==> src/rtl/lift_pkg.sv <==
// Shared types for the SCAN lift controller: FSM states, motor command codes and
// travel direction, plus a small direction helper.
package lift_pkg;

  typedef enum logic [1:0] {
    ST_IDLE = 2'd0,
    ST_MOVE = 2'd1,
    ST_DOOR = 2'd2
  } state_e;

  typedef enum logic [1:0] {
    DOUT_UP   = 2'b00,
    DOUT_DOWN = 2'b01,
    DOUT_STAY = 2'b10
  } dout_e;

  typedef enum logic {
    DIR_UP = 1'b0,
    DIR_DN = 1'b1
  } dir_e;

  function automatic dir_e flip_dir(input dir_e d);
    return (d == DIR_UP) ? DIR_DN : DIR_UP;
  endfunction

endpackage

==> src/rtl/lift_call_reg.sv <==
// Latched hall-call bitmaps with set/clear ports and the ahead/behind reduction
// relative to a query floor and travel direction.
module lift_call_reg
  import lift_pkg::*;
#(
  parameter int NUM_FLOORS = 4,
  parameter int FW         = $clog2(NUM_FLOORS)
) (
  input  logic                  clk,
  input  logic                  rst_n,
  input  logic [FW-1:0]         eval_floor,
  input  dir_e                  dir,
  input  logic [NUM_FLOORS-1:0] set_up,
  input  logic [NUM_FLOORS-1:0] set_dn,
  input  logic [NUM_FLOORS-1:0] clr_up,
  input  logic [NUM_FLOORS-1:0] clr_dn,
  output logic [NUM_FLOORS-1:0] pend_up,
  output logic [NUM_FLOORS-1:0] pend_dn,
  output logic                  ahead,
  output logic                  behind
);

  logic [NUM_FLOORS-1:0] up_q, dn_q, any_call;
  logic                  above, below;

  always_ff @(posedge clk) begin
    // NOTE: sequential state uses non-blocking assignments so every register samples pre-edge values.
    if (!rst_n) begin
      up_q <= '0;
      dn_q <= '0;
    end else begin
      // A fresh call for the floor being served this cycle must survive the clear.
      up_q <= (up_q & ~clr_up) | set_up;
      dn_q <= (dn_q & ~clr_dn) | set_dn;
    end
  end

  assign any_call = up_q | dn_q;

  always_comb begin
    above = 1'b0;
    below = 1'b0;
    for (int i = 0; i < NUM_FLOORS; i++) begin
      if (i > int'(eval_floor)) above = above | any_call[i];
      if (i < int'(eval_floor)) below = below | any_call[i];
    end
  end

  assign ahead   = (dir == DIR_UP) ? above : below;
  assign behind  = (dir == DIR_UP) ? below : above;
  assign pend_up = up_q;
  assign pend_dn = dn_q;

endmodule

==> src/rtl/lift_scan_ctrl.sv <==
// SCAN-policy lift controller: FSM, shared travel/dwell counter and floor register.
// Define LIFT_DOOR_HOLD_EN to add the door_hold input that freezes the door dwell.
module lift_scan_ctrl
  import lift_pkg::*;
#(
  parameter int NUM_FLOORS   = 4,
  parameter int FLOOR_CYCLES = 8,
  parameter int DOOR_CYCLES  = 16,
  localparam int FW          = $clog2(NUM_FLOORS)
) (
  input  logic                  clk,
  input  logic                  rst_n,
`ifdef LIFT_DOOR_HOLD_EN
  input  logic                  door_hold,
`endif
  input  logic                  req_valid,
  output logic                  req_ready,
  input  logic [FW-1:0]         req_floor,
  input  logic                  req_dir,
  output logic                  req_err,
  output logic [1:0]            dout,
  output logic [FW-1:0]         cur_floor,
  output logic                  door_open,
  output logic                  done,
  output logic [NUM_FLOORS-1:0] pend_up,
  output logic [NUM_FLOORS-1:0] pend_dn
);

  localparam int MAXC = (FLOOR_CYCLES > DOOR_CYCLES) ? FLOOR_CYCLES : DOOR_CYCLES;
  localparam int CW   = $clog2(MAXC + 1);
  localparam logic [FW-1:0] TOP_FLOOR = FW'(NUM_FLOORS - 1);

  state_e                state_q, state_d;
  dir_e                  dir_q, dir_d, req_dir_e;
  logic [FW-1:0]         floor_q, floor_d, eval_floor;
  logic [CW-1:0]         cnt_q, cnt_d;
  logic                  ready_q, err_q;
  logic                  xfer, legal, absorb, hold, move_term;
  logic                  ahead, behind, here_up, here_dn, here_dir, here_any;
  logic [NUM_FLOORS-1:0] req_hot, eval_hot, set_up, set_dn, clr_up, clr_dn;

  assign req_dir_e = dir_e'(req_dir);
  assign xfer      = req_valid && req_ready;
  assign legal     = (int'(req_floor) < NUM_FLOORS)
                  && !(req_dir_e == DIR_UP && req_floor == TOP_FLOOR)
                  && !(req_dir_e == DIR_DN && req_floor == '0);

  // At a floor-step the stop decision looks at the floor being arrived at.
  assign move_term = (state_q == ST_MOVE) && (cnt_q == CW'(FLOOR_CYCLES - 1));
  assign eval_floor = !move_term      ? floor_q
                    : (dir_q == DIR_UP) ? floor_q + FW'(1) : floor_q - FW'(1);

  assign req_hot  = NUM_FLOORS'(1) << req_floor;
  assign eval_hot = NUM_FLOORS'(1) << eval_floor;
  assign here_up  = pend_up[eval_floor];
  assign here_dn  = pend_dn[eval_floor];
  assign here_dir = (dir_q == DIR_UP) ? here_up : here_dn;
  assign here_any = here_up | here_dn;

  // A call the open door already serves is swallowed and simply restarts the dwell.
  assign absorb = xfer && legal && (state_q == ST_DOOR) && (req_floor == floor_q)
               && ((req_dir_e == dir_q) || !ahead);
  assign set_up = (xfer && legal && !absorb && req_dir_e == DIR_UP) ? req_hot : '0;
  assign set_dn = (xfer && legal && !absorb && req_dir_e == DIR_DN) ? req_hot : '0;

`ifdef LIFT_DOOR_HOLD_EN
  assign hold = door_hold;
`else
  assign hold = 1'b0;
`endif

  lift_call_reg #(.NUM_FLOORS(NUM_FLOORS), .FW(FW)) u_calls (
    .clk(clk), .rst_n(rst_n), .eval_floor(eval_floor), .dir(dir_q),
    .set_up(set_up), .set_dn(set_dn), .clr_up(clr_up), .clr_dn(clr_dn),
    .pend_up(pend_up), .pend_dn(pend_dn), .ahead(ahead), .behind(behind)
  );

  always_comb begin
    // NOTE: every combinational output is defaulted first so no path can infer a latch.
    state_d = state_q;
    floor_d = floor_q;
    cnt_d   = cnt_q;
    dir_d   = dir_q;
    clr_up  = '0;
    clr_dn  = '0;
    unique case (state_q)
      ST_IDLE: begin
        if (here_any) begin
          state_d = ST_DOOR;
          cnt_d   = '0;
          clr_up  = eval_hot;
          clr_dn  = eval_hot;
        end else if (ahead) begin
          state_d = ST_MOVE;
          cnt_d   = '0;
        end else if (behind) begin
          state_d = ST_MOVE;
          dir_d   = flip_dir(dir_q);
          cnt_d   = '0;
        end
      end
      ST_MOVE: begin
        if (move_term) begin
          floor_d = eval_floor;
          cnt_d   = '0;
          if (here_dir || (here_any && !ahead)) begin
            state_d = ST_DOOR;
            if (dir_q == DIR_UP || !ahead) clr_up = eval_hot;
            if (dir_q == DIR_DN || !ahead) clr_dn = eval_hot;
          end else if (!ahead) begin
            state_d = ST_IDLE;
          end
        end else begin
          cnt_d = cnt_q + CW'(1);
        end
      end
      ST_DOOR: begin
        if (absorb || hold) begin
          cnt_d = '0;
        end else if (cnt_q == CW'(DOOR_CYCLES - 1)) begin
          cnt_d = '0;
          if (ahead) begin
            state_d = ST_MOVE;
          end else if (behind) begin
            state_d = ST_MOVE;
            dir_d   = flip_dir(dir_q);
          end else begin
            state_d = ST_IDLE;
          end
        end else begin
          cnt_d = cnt_q + CW'(1);
        end
      end
      default: state_d = ST_IDLE;
    endcase
  end

  always_ff @(posedge clk) begin
    if (!rst_n) begin
      state_q <= ST_IDLE;
      floor_q <= '0;
      cnt_q   <= '0;
      dir_q   <= DIR_UP;
      ready_q <= 1'b0;
      err_q   <= 1'b0;
    end else begin
      state_q <= state_d;
      floor_q <= floor_d;
      cnt_q   <= cnt_d;
      dir_q   <= dir_d;
      ready_q <= 1'b1;
      err_q   <= xfer && !legal;
    end
  end

  assign req_ready = ready_q;
  assign req_err   = err_q;
  assign cur_floor = floor_q;
  assign door_open = (state_q == ST_DOOR);
  assign dout      = (state_q != ST_MOVE) ? DOUT_STAY
                   : (dir_q == DIR_UP)    ? DOUT_UP : DOUT_DOWN;
  assign done      = ready_q && (state_q == ST_IDLE) && !(|pend_up) && !(|pend_dn);

endmodule

==> config.mk <==
export PLATFORM = sky130hd
export DESIGN_NAME = lift_scan_ctrl
export DESIGN_NICKNAME = d
export VERILOG_FILES = /design/src/rtl/lift_pkg.sv /design/src/rtl/lift_call_reg.sv /design/src/rtl/lift_scan_ctrl.sv
export SDC_FILE = /design/constraint.sdc
export NUM_CORES = 1
export LEC_CHECK = 0
export ABC_AREA = 1
export BUFFER_PORTS_ARGS = -buffer_cell sky130_fd_sc_hd__clkbuf_2
export CORE_ASPECT_RATIO = 0.6
export CORE_MARGIN = 2
export CORE_UTILIZATION = 24
export CTS_CLUSTER_DIAMETER = 80
export CTS_CLUSTER_SIZE = 40
export DETAILED_ROUTE_END_ITERATION = 10
export PLACE_DENSITY_LB_ADDON = 0.2
export SYNTH_ARGS = -nofsm -noshare
export SYNTH_HDL_FRONTEND = slang
export SYNTH_SLANG_ARGS = --single-unit
==> constraint.sdc <==
create_clock -name clk -period 2.4 [get_ports clk]
set_input_delay 0.24 -clock clk [delete_from_list [all_inputs] [get_ports clk]]
set_output_delay 0.24 -clock clk [all_outputs]
set_load 0.1 [all_outputs]
Word-level counts from Yosys, hierarchy flattened
Index checks and enable logic that the tools add are counted.
W data, S select, Z words.
{ "totals": {"ff_bits": 20, "in_bits": 6, "word_cells": 140} }
{ "op_classes": {"addsub": 3, "magnitude_cmp": 7, "n_eq_ne": 14, "shifts": 2, "muxes": 54, "bitwise": 14, "n_reduce_logical": 38} }
{ "op_table": {"columns": ["cell", "n"], "rows": [
  ["$mux W4", 9],
  ["$mux W5", 6],
  ["$mux W2", 11],
  ["$mux W1", 21],
  ["$logic_and A1 B1 Y1", 17],
  ["$pmux W4 S2", 2],
  ["$pmux W5 S3", 1],
  ["$or A4 B4 Y4", 3],
  ["$and A4 B4 Y4", 2],
  ["$not A4 Y4", 2],
  ["$reduce_or A4 Y1", 2],
  ["$shl A1 B2 Y4 const A", 2],
  ["$logic_not A1 Y1", 7],
  ["$ne A2 B2 Y1 const B", 3],
  ["$pmux W2 S3", 1],
  ["$add A5 B1 Y5 const B", 1],
  ["$eq A5 B3 Y1 const B", 1],
  ["$eq A5 B4 Y1 const B", 1],
  ["$or A1 B1 Y1", 5],
  ["$reduce_and A5 Y1", 1],
  ["$bmux W1 S2", 2],
  ["$eq A2 B2 Y1 const B", 2],
  ["$gt A2 B2 Y1 const A", 2],
  ["$logic_not A2 Y1", 2],
  ["19 further kinds", 26]
]} }

Longest topological paths before layout
Gate-level depths: netlist of run 1.
{ "depth": {"depth_word": 19, "ltp_mapped": 20, "depth_no_buf": 19} }

Cells and area by module
From an unflattened synthesis of run 1, not the netlist that was laid out.
{ "unflattened": {"hier_cells": 260, "hier_area_um2": 1544.0} }
{ "modules_own_cells": {"columns": ["mod", "n_inst", "cells_each", "area_per_inst_um2", "seq_area_each_um2"], "rows": [
  ["lift_scan_ctrl", 1, 200, 1169.9, 240.2],
  ["lift_call_reg", 1, 60, 374.1, 160.2]
]} }

Worst setup path before layout of run 1
OpenSTA, ideal clock, no wires.
{ "synth_path": {"kind": "flip-flop to output port", "startpoint": "register ready_q, in the netlist req_ready", "endpoint": "output done", "arrival_time_ns": 3.976, "path_slack_ns": -1.816, "path_stages_with_launch": 3, "path_buffers": 0, "cell_sequence": "dfxtp_1 nand2_1 nor4_1"} }
{ "synth_via": {"elab_chain_len": 3} }
{ "synth_lines": {"columns": ["item", "line", "rtl"], "rows": [
  ["start: declaration", "lift_scan_ctrl.sv:37", "logic ready_q, err_q;"],
  ["start signal: assignment", "lift_scan_ctrl.sv:144", "ready_q <= 1'b0;"],
  ["start signal: assignment", "lift_scan_ctrl.sv:151", "ready_q <= 1'b1;"],
  ["$logic_and A1 B1 Y1 (3 in series)", "lift_scan_ctrl.sv:162", "assign done = ready_q && (state_q == ST_IDLE) && !(|pend_up) && !(|pend_dn);"],
  ["end: declaration", "lift_scan_ctrl.sv:24", "output logic done,"]
]} }
No other way between the ends.

Worst setup path in the final report of run 1
{ "layout_path": {"startpoint": "register cnt_q[1]", "endpoint": "register state_q[1]"} }
{ "layout_via": {"elab_chain_len": 16} }
{ "layout_lines": {"columns": ["item", "line", "rtl"], "rows": [
  ["start: declaration", "lift_scan_ctrl.sv:36", "logic [CW-1:0] cnt_q, cnt_d;"],
  ["start signal: assignment", "lift_scan_ctrl.sv:149", "cnt_q <= cnt_d;"],
  ["$eq A5 B3 Y1", "lift_scan_ctrl.sv:49", "assign move_term = (state_q == ST_MOVE) && (cnt_q == CW'(FLOOR_CYCLES - 1));"],
  ["$logic_and A1 B1 Y1", "lift_scan_ctrl.sv:49", null],
  ["$mux W2", "lift_scan_ctrl.sv:50", "assign eval_floor = !move_term ? floor_q"],
  ["$gt A1 B2 Y1 or $lt A1 B2 Y1 (tied branches)", "lift_call_reg.sv:44, lift_call_reg.sv:45", null],
  ["$mux W1 (on tied branches)", "lift_call_reg.sv:44, lift_call_reg.sv:45", null],
  ["$or A1 B1 Y1 (on tied branches)", "lift_call_reg.sv:44, lift_call_reg.sv:45", null],
  ["$mux W1 (on tied branches)", "lift_call_reg.sv:44, lift_call_reg.sv:45", null],
  ["$or A1 B1 Y1 (on tied branches)", "lift_call_reg.sv:44, lift_call_reg.sv:45", null],
  ["$mux W1 (on tied branches)", "lift_call_reg.sv:44, lift_call_reg.sv:45", null],
  ["$mux W1", "lift_call_reg.sv:49", "assign ahead = (dir == DIR_UP) ? above : below;"],
  ["$logic_not A1 Y1", null, null],
  ["$logic_and A1 B1 Y1", "lift_scan_ctrl.sv:106", "if (here_dir || (here_any && !ahead)) begin"],
  ["$logic_or A1 B1 Y1", "lift_scan_ctrl.sv:106", null],
  ["$mux W2", "lift_scan_ctrl.sv:106", null],
  ["$mux W2", "lift_scan_ctrl.sv:103", "if (move_term) begin"],
  ["$pmux W2 S3", "lift_scan_ctrl.sv:86", "unique case (state_q)"],
  ["end signal: assignment", "lift_scan_ctrl.sv:147", "state_q <= state_d;"],
  ["end: declaration", "lift_scan_ctrl.sv:33", "state_e state_q, state_d;"]
]} }
Several ways; a longest one is shown, not always the timed one. The select of a mux whose other input is x is not followed.
A chain may end at the register's enable or synchronous reset.

==> results of run 1 <==
-- placed cells by master (no fill, tap or decap), drive strengths merged --
cell type / Yosys / layout
a21oi: 15 / 15
a31oi: 1 / 1
buf: 3 / 3
bufinv: 0 / 1
clkbuf: 1 / 24
dfxtp: 20 / 20
ha: 7 / 7
inv: 37 / 38
nand2: 83 / 83
nand3: 39 / 39
nand4: 6 / 6
nor2: 29 / 29
nor3: 1 / 1
nor4: 3 / 3
o21ai: 6 / 6
o22ai: 1 / 1
or2: 1 / 1
xor2: 2 / 2
-- cells by family (layout without fill, tap and decap cells) --
| kind of cell | Yosys count | count (layout) |
|---|---|---|
| AND/OR/NAND/NOR | 162 | 162 |
| buffers and inverters | 42 | 66 |
| AO/OA/AOI/OAI | 23 | 23 |
| flip-flops | 20 | 20 |
| adder cells (fa/ha/maj) | 7 | 7 |
| XOR/XNOR | 2 | 2 |
-- sequential cells by signal, indices dropped and copies added, names as in the netlist --
name / cells
u_calls.pend_up: 4
dir_q: 1
cur_floor: 2
state_q: 2
u_calls.pend_dn: 4
cnt_q: 5
req_ready: 1
req_err: 1
-- layer usage --
metal,part of all wire,GRT usage,up-vias
met5,0,0,-
met4,0.0038,0.0188,0
met3,0.094,0.0505,4
met2,0.36,0.176,50
met1,0.55,0.216,754
li1,-,-,869
-- final cells by class --
type | instances | area share
multi-input combinational | 194 | 0.555
sequential | 20 | 0.201
inverter | 38 | 0.0736
timing repair buffer | 24 | 0.0636
tap | 87 | 0.0542
clock buffer | 3 | 0.0374
clock inverter | 1 | 0.0150
-- synthesized netlist by cell type (3+ instances only) --
master / n / share of area
nor2_1: 22 / 0.050
o21ai_0: 5 / 0.015
dfxtp_1: 20 / 0.24
nor4_1: 3 / 0.011
nand2_1: 67 / 0.15
nand3_2: 5 / 0.031
nand2_4: 3 / 0.021
nand3_1: 32 / 0.098
a21oi_1: 15 / 0.046
inv_1: 33 / 0.076
nor2_2: 5 / 0.019
nand4_1: 5 / 0.019
nand2_2: 12 / 0.046
ha_1: 7 / 0.053
inv_2: 3 / 0.0069
-- worst paths after layout --
check,from,to,slack (ns),cells past startpoint
min reg2reg,cnt_q[1]$_SDFFE_PN0P_,cnt_q[1]$_SDFFE_PN0P_,0.49,2
min,rst_n,req_ready$_DFF_P_,0.22,1
max reg2reg,cnt_q[1]$_SDFFE_PN0P_,state_q[1]$_SDFFE_PN0P_,0.20,18
max,cnt_q[1]$_SDFFE_PN0P_,state_q[1]$_SDFFE_PN0P_,0.20,18
-- report_power, final --
part / leakage [uW] / internal [uW] / switching (uW)
Sequential: 0.000163 / 344 / 14.9
Combinational: 0.000719 / 115 / 336
Clock: 0.0000511 / 332 / 149
-- per-stage QoR --
stage | utilization | instance area (sq um) | hold slack [ns]
2_1_floorplan | - | 1660 | 0.268
3_3_place_gp | 0.281 | 1870 | 0.478
3_5_place_dp | 0.281 | 1870 | 0.481
4_1_cts | 0.296 | 1970 | 0.210
5_1_grt | 0.302 | 2010 | 0.237
6_report | 0.302 | 2010 | 0.218
-- worst max-delay path, stage by stage (launching register included) --
cell and delay, ns:
dfxtp_1 0.35, ha_1 0.19, nand2_2 0.08, inv_4 0.09, nand3_4 0.11, inv_4 0.12
nand2_4 0.10, nand2_8 0.10, o21ai_2 0.06, nand2_2 0.10, nand2_2 0.07, nand2_4 0.09
nand2_1 0.09, nand2_1 0.11, inv_1 0.05, nand2_1 0.06, nand3_1 0.14, nand2_1 0.09
a21oi_1 0.06
==> impl_metrics.env, run 1 <==
export IMPL_required_ns=2.52
export IMPL_hold_buffers=0
export IMPL_clk_latency_ns=0.26
export IMPL_num_rows=23
export IMPL_synth_compound_area_share=0.0740
export IMPL_netlist_area_sq_um=1640
export IMPL_drv_cap=0
export IMPL_maxSlewViolCount=0
export IMPL_vdd_drop_max_mv=0.302
export IMPL_nets=294
export IMPL_grt_pass1_wl_um=7990
export IMPL_drt_iter0_markers=93
export IMPL_crit_path_start_kind="flip-flop"
export IMPL_synth_area_per_cell_sq_um=6.41
export IMPL_gp_congestion=0.849
export IMPL_crit_fanout=10
export IMPL_fin_setup_tns_ns=0
export IMPL_clk_path_buf_depth=2
export IMPL_regArea_sq_um=404
export IMPL_p_total_uw=1290
export IMPL_drcViolationCount=0
export IMPL_finClkSkew_ns=0.00311
export IMPL_fillerInstances=746
export IMPL_drt_wl_total_um=5040
export IMPL_ys_types=30
export IMPL_multi_input_area_sq_um=1110
export IMPL_fin_crit_sh=0.915
export IMPL_fmax_mhz=456
export IMPL_synthToLayoutAreaGrowth_pct=22.3
export IMPL_synth_top_family_by_area="simple AND/OR/NAND/NOR gates"
export IMPL_insertedDiodeCount=0
export IMPL_htreeDepth=1
export IMPL_cts_buffers=3
export IMPL_dieHeight_um=68.0
export IMPL_initial_core_util=0.247
export IMPL_synth_simple_gate_area_frac=0.510
export IMPL_post_place_ws_ns=0.0852
export IMPL_outcome="complete, no violations"
export IMPL_p_per_area_nw_per_um2=643
export IMPL_drive_above_1_share=0.268
export IMPL_fp_dieArea_sq_um=7530
export IMPL_p_leak_uw=0.000933
export IMPL_avgRoutedWirePerCell_um=13.7
export IMPL_yosys_warnings=0
export IMPL_dp_hpwl_um=4080
export IMPL_synthArstFlopShare=0
export IMPL_maxSlewHeadroom=0.619
export IMPL_arrival_ns=2.32
export IMPL_hold_viol=0
export IMPL_cts_root_buffer="clkbuf_16"
export IMPL_grt_pass1_vias=1480
export IMPL_num_vias=1677
export IMPL_via_per_inst=4.57
export IMPL_grt_max_degree=17
export IMPL_cts_tree="built"
export IMPL_crit_type="flip-flop to flip-flop"
export IMPL_period_needed_ns=2.20
export IMPL_worst_pin_slew_ns=0.572
export IMPL_ys_ff_latch=20
export IMPL_crit_path_end_kind="flip-flop"
export IMPL_ys_flop_type="dfxtp_1"
export IMPL_grt_usage=0.138
export IMPL_ios=22
export IMPL_clkSinkCount=20
export IMPL_synth_adder_area_share=0.0534
export IMPL_synth_edf_count=0
export IMPL_first_pass_iters=4
export IMPL_finalSetupViolations=0
export IMPL_ys_seq_area_frac=0.244
export IMPL_syn_nets=269
export IMPL_post_cts_resized=0
export IMPL_hold_path_class="input pin to flip-flop"
export IMPL_antenna_left=0
export IMPL_synthCells=256
export IMPL_postCtsSetupBuffers=0
export IMPL_final_cells=367
export IMPL_overflow=0
export IMPL_core_area_sq_um=6650
export IMPL_synthMuxAreaShare=0
export IMPL_synthXorXnorAreaFrac=0.0107
export IMPL_portBuffers=21
export IMPL_clkTransAtPathRegs_ns=0.06
export IMPL_fin_ws_ns=0.205
export IMPL_antenna_found_initial=0
export IMPL_placed_cells=363
export IMPL_die_w_um=111
(Power assumes the default switching activity.)
==> run 2, diff against run 1 <==
BUFFER_PORTS_ARGS = unset   (was -buffer_cell sky130_fd_sc_hd__clkbuf_2)
CTS_CLUSTER_DIAMETER = unset   (was 80)
DONT_BUFFER_PORTS = 1   (was unset)
==> impl_metrics.env, run 2 (synthesized netlist as in run 1, its figures left out) <==
export IMPL_path_cells="inv_2 -> nand2_1 -> nand2_1 -> nand2_1 -> nand2_2 -> nand2_8 -> nand3_4 -> inv_2 -> nand2_2 -> nand2_2 -> nand2_4 -> nand2_2 -> nand2_2 -> a31oi_1 -> nand2_1 -> a21oi_1"
export IMPL_clk_path_buf_depth=2
export IMPL_hp_start="rst_n"
export IMPL_final_common_cell="nand2_1"
export IMPL_period_needed_ns=2.22
export IMPL_drcViolationCount=0
export IMPL_cts_tree="built"
export IMPL_grt_pass1_wl_um=8200
export IMPL_p_leak_uw=0.000962
export IMPL_vdd_drop_max_mv=0.405
export IMPL_crit_top_cell="nand2_2"
export IMPL_drv_cap=0
export IMPL_finClkSkew_ns=0.00308
export IMPL_portBuffers=0
export IMPL_gp_congestion=0.862
export IMPL_drt_met1_wl_um=3140
export IMPL_rr_startpoint="dir_q$_SDFFE_PN0P_"
export IMPL_grt_pass1_vias=1499
export IMPL_clkTransAtPathRegs_ns=0.07
export IMPL_final_cells=369
export IMPL_required_ns=2.59
export IMPL_antenna_left=0
export IMPL_dr_wl_met3_um=291
export IMPL_synthToLayoutAreaGrowth_pct=28.7
export IMPL_largest_register_ffs=5
export IMPL_dieHeight_um=68.0
export IMPL_overflow=0
export IMPL_cts_buffers=3
export IMPL_crit_fanout=11
export IMPL_first_pass_iters=4
export IMPL_crit_path_start_kind="flip-flop"
export IMPL_grt_max_degree=17
export IMPL_core_area_sq_um=6650
export IMPL_die_w_um=111
export IMPL_final_cell_mix="nand2_1, inv_1, nand3_1"
export IMPL_placed_cells=357
export IMPL_final_util=0.318
export IMPL_cp_startpoint="dir_q$_SDFFE_PN0P_"
export IMPL_num_vias=1675
export IMPL_num_rows=23
export IMPL_crit_path_end_kind="flip-flop"
export IMPL_fp_dieArea_sq_um=7530
export IMPL_grt_usage=0.142
export IMPL_regMostFlops="cnt_q"
export IMPL_p_per_area_nw_per_um2=626
export IMPL_worst_pin_slew_ns=0.944
export IMPL_dr_wl_met2_um=1850
export IMPL_arrival_ns=2.41
export IMPL_avgRoutedWirePerCell_um=14.4
export IMPL_slowest_delay_ns=0.50
export IMPL_ios=22
export IMPL_drt_iter0_markers=147
export IMPL_dp_hpwl_um=4220
export IMPL_antenna_found_initial=0
export IMPL_via_per_inst=4.54
export IMPL_top_layer_used="met4"
export IMPL_nets=296
export IMPL_insertedDiodeCount=0
export IMPL_rrSetupSlack_ns=0.18
export IMPL_fin_crit_sh=0.926
export IMPL_drt_wl_total_um=5330
export IMPL_cts_root_buffer="clkbuf_16"
export IMPL_crit_type="flip-flop to flip-flop"
export IMPL_clk_latency_ns=0.26
export IMPL_clkSinkCount=20
export IMPL_fmax_mhz=450
export IMPL_drive_above_1_share=0.273
export IMPL_finalSetupViolations=0
export IMPL_maxSlewHeadroom=0.370
export IMPL_maxSlewViolCount=0
export IMPL_hold_viol=0
export IMPL_hold_path_class="input pin to flip-flop"
export IMPL_cpMaxStageDelayCell="dfxtp_1"
export IMPL_outcome="complete, no violations"
export IMPL_htreeDepth=1
export IMPL_initial_core_util=0.247
-- run 2: changes by cell type in the layout (fill, tap and decap cells not counted), sizes merged --
cell and delta:
clkbuf -21, dlygate4sd3 +1, nand2 +1, buf +21
-- run 2: cell type report --
type | instances | area (sq um)
Clock buffer | 3 | 75.1
Clock inverter | 1 | 30.0
Fill cell | 730 | 4540
Inverter | 38 | 148
Multi-Input combinational cell | 195 | 1140
Sequential cell | 20 | 407
Tap cell | 87 | 109
Timing Repair Buffer | 25 | 203
-- run 2: final timing paths --
path,endpoint,cells past startpoint
worst max register to register,u_calls.pend_dn[3]$_SDFF_PN0_,16
worst min register to register,cnt_q[1]$_SDFFE_PN0P_,2
worst max-delay path,u_calls.pend_dn[3]$_SDFF_PN0_,16
worst min-delay path,dir_q$_SDFFE_PN0P_,2
-- run 2: power breakdown --
| group | switching, uW | leakage [uW] | total, uW | internal (uW) |
|---|---|---|---|---|
| clock network | 150 | 0.0000511 | 482 | 332 |
| registers | 17.2 | 0.000164 | 361 | 344 |
| logic | 324 | 0.000747 | 478 | 155 |
-- run 2: worst max-delay path, delay by kind of cell, from the launching register on --
kind | cells | cell delay [ns]
DFF | 1 | 0.50
and+or+nand+nor | 12 | 1.04
buffers and inverters | 2 | 0.20
AOI/OAI and AO/OA | 2 | 0.40
-- run 2: per-stage QoR --
step | hold WS, ns | setup slack (ns) | power, uW | area, sq um | TNS [ns]
detailed placement | 0.269 | 0.0811 | 802 | 1890 | 0
finish | 0.0929 | 0.177 | 1320 | 2110 | 0
CTS | 0.000932 | 0.0666 | 1280 | 1990 | 0
global route | 0.0960 | -0.00812 | 1380 | 2110 | -0.00812
floorplan | 0.268 | -0.0318 | 695 | 1660 | -0.0318
global placement | 0.270 | 0.00295 | 811 | 1890 | 0
-- run 2: routing by layer --
layer,track usage,vias up
met2,0.177,33
met3,0.0275,4
met4,0.0375,0
met1,0.232,760
li1,-,878
met5,0,-
-- run 2: repair_timing --
| action | in CTS | in global routing |
|---|---|---|
| setup endpoints to repair | 0 | 15 |
| hold endpoints to repair | 0 | 1 |
| hold buffers | 0 | 1 |
| buffers inserted | 0 | 6 |
| resized for setup | 0 | 14 |
==> run 3, diff against run 2 <==
--- a/config.mk
+++ b/config.mk
@@ -6,5 +6,4 @@
 export NUM_CORES = 1
 export LEC_CHECK = 0
-export ABC_AREA = 1
 export CORE_ASPECT_RATIO = 0.6
 export CORE_MARGIN = 2
==> constraint.sdc (replaced) <==
create_clock -name clk -period 2.5 [get_ports clk]
set_input_delay 0.25 -clock clk [delete_from_list [all_inputs] [get_ports clk]]
set_output_delay 0.25 -clock clk [all_outputs]
set_load 0.005 [all_outputs]
==> impl_metrics.env, run 3 <==
export IMPL_hold_buffers=0
export IMPL_yosysMostFrequentCell="dfxtp_1"
export IMPL_ys_types=65
export IMPL_avgRoutedWirePerCell_um=17.5
export IMPL_final_common_cell="buf_4"
export IMPL_arrival_ns=2.74
export IMPL_synth_top_cell_area_share=0.224
export IMPL_initial_core_util=0.247
export IMPL_synthTopCellsByArea="dfxtp_1, ha_1, nand3_1"
export IMPL_synth_area_per_cell_sq_um=7.74
export IMPL_vdd_drop_max_mv=0.307
export IMPL_clk_path_buf_depth=2
export IMPL_num_vias=2089
export IMPL_cts_tree="built"
export IMPL_finalSetupViolations=1
export IMPL_drv_cap=0
export IMPL_grt_pass1_wl_um=11100
export IMPL_ys_seq_area_frac=0.224
export IMPL_finClkSkew_ns=0.00155
export IMPL_die_w_um=115
export IMPL_crit_fanout=6
export IMPL_netlist_area_sq_um=1790
export IMPL_synth_edf_count=0
export IMPL_clkTransAtPathRegs_ns=0.06
export IMPL_first_pass_iters=5
export IMPL_drive_above_1_share=0.393
export IMPL_rsz0062_at_grt="yes"
export IMPL_syn_nets=244
export IMPL_fin_area_sq_um=2700
export IMPL_synth_common_cells="dfxtp_1, nand2_1, nor2_1"
export IMPL_yosys_warnings=0
export IMPL_insertedDiodeCount=0
export IMPL_clk_latency_ns=0.26
export IMPL_cts_buffers=3
export IMPL_dp_hpwl_um=5450
export IMPL_period_needed_ns=2.55
export IMPL_place_area_sq_um=2420
export IMPL_fin_crit_sh=1.02
export IMPL_cts_root_buffer="clkbuf_16"
export IMPL_worst_pin_slew_ns=0.685
export IMPL_p_per_area_nw_per_um2=537
export IMPL_required_ns=2.69
export IMPL_dieHeight_um=70.9
export IMPL_clkSinkCount=20
export IMPL_crit_path_start_kind="flip-flop"
export IMPL_drt_wl_total_um=7040
export IMPL_fmax_mhz=392
export IMPL_fillerInstances=741
export IMPL_synthArstFlopShare=0
export IMPL_num_rows=24
export IMPL_crit_path_end_kind="flip-flop"
export IMPL_regMostFlops="cnt_q"
export IMPL_via_per_inst=5.20
export IMPL_synthToLayoutAreaGrowth_pct=50.8
export IMPL_antenna_found_initial=0
export IMPL_drcViolationCount=0
export IMPL_htreeDepth=1
export IMPL_ys_ff_latch=20
export IMPL_fin_ws_ns=-0.0525
export IMPL_p_total_uw=1450
export IMPL_synthCells=231
export IMPL_grt_usage=0.178
export IMPL_maxSlewHeadroom=0.543
export IMPL_core_area_sq_um=7240
export IMPL_antenna_left=0
export IMPL_yosys_area_top_type="dfxtp_1"
export IMPL_largest_register_ffs=5
export IMPL_fp_dieArea_sq_um=8180
export IMPL_gp_congestion=0.929
export IMPL_grt_max_degree=28
export IMPL_ios=22
export IMPL_outcome="finished with violations"
export IMPL_overflow=0
export IMPL_drt_iter0_markers=217
export IMPL_crit_type="flip-flop to flip-flop"
export IMPL_final_cell_mix="buf_4, nand2_1, nor2_1"
export IMPL_nets=312
export IMPL_p_leak_uw=0.00106
export IMPL_hold_viol=0
export IMPL_portBuffers=0
export IMPL_fin_setup_tns_ns=-0.0525
export IMPL_hold_path_class="input pin to flip-flop"
export IMPL_grt_pass1_vias=1916
export IMPL_ys_flop_type="dfxtp_1"
export IMPL_maxSlewViolCount=0
export IMPL_whs_ns=0.0120
export IMPL_violations="setup timing"
-- run 3: cell types whose count changed after synthesis, moves of 7 or more --
cell / change
nand2_1: -48
inv_1: -24
nand3_1: -17
nand2_2: -11
o211ai_1: +10
o21ai_0: +8
a21oi_1: -7
-- run 3: worst max-delay path, stage by stage, from the launching register on --
cell and delay, ns:
dfxtp_2 0.35, ha_4 0.14, nand4bb_1 0.11, buf_6 0.15
o31ai_4 0.18, a21oi_2 0.09, o32ai_4 0.40, nor2b_2 0.08
buf_4 0.15, a311o_1 0.32, or4_1 0.41, o21ai_1 0.09
-- run 3: kinds of logic (layout without fill, tap and decap cells) --
| logic type | after synthesis | in the layout | synth area share |
|---|---|---|---|
| AND/OR/NAND/NOR | 85 | 85 | 0.246 |
| buffers and inverters | 25 | 92 | 0.0616 |
| adder cells (fa/ha/maj) | 7 | 7 | 0.0490 |
| XOR/XNOR | 5 | 5 | 0.0245 |
| AO/OA/AOI/OAI | 83 | 83 | 0.361 |
| multiplexers | 6 | 6 | 0.0336 |
| flip-flops | 20 | 20 | 0.224 |
-- run 3: stage by stage --
stage | cells | worst slack (ns) | utilization
2_1_floorplan | 231 | 0.0174 | -
3_3_place_gp | 392 | -0.259 | 0.335
3_5_place_dp | 392 | -0.189 | 0.335
4_1_cts | 400 | -0.0592 | 0.363
5_1_grt | 402 | -0.146 | 0.373
6_report | 402 | -0.0525 | 0.373
-- run 3: routing by layer --
| metal | track usage | wire length (um) | up-vias |
|---|---|---|---|
| li1 | - | - | 1020 |
| met1 | 0.299 | 3860 | 990 |
| met2 | 0.216 | 2520 | 73 |
| met3 | 0.0540 | 627 | 6 |
| met4 | 0.0201 | 24 | 0 |
| met5 | 0 | 0 | - |
-- run 3: final timing paths --
check                           from                       to  slack [ns]  depth (start not counted)
min                            rst_n        req_ready$_DFF_P_        0.01                          0
min reg2reg  state_q[0]$_SDFFE_PN0P_  state_q[0]$_SDFFE_PN0P_        0.50                          2
max reg2reg    cnt_q[1]$_SDFFE_PN0P_  state_q[0]$_SDFFE_PN0P_       -0.05                         11
max            cnt_q[1]$_SDFFE_PN0P_  state_q[0]$_SDFFE_PN0P_       -0.05                         11
-- run 3: report_power, final --
group,switching [uW],internal [uW]
combinational,323,293
clock,145,319
sequential,28.4,339
-- run 3: final cells by class --
cell class / count / area, sq um / share of cell area
clock buffer: 3 / 75.1 / 0.0278
clock inverter: 1 / 30.0 / 0.0111
inverter: 11 / 41.3 / 0.0153
multi-input combinational: 186 / 1420 / 0.525
sequential: 20 / 407 / 0.151
tap: 104 / 130 / 0.0483
timing repair buffer: 77 / 597 / 0.221
-- run 3: timing repair --
item,CTS,global route
hold endpoints to repair,0,0
buffers inserted,5,2
resized for setup,21,16
pin swaps,12,5
endpoints found under the setup margin,13,15
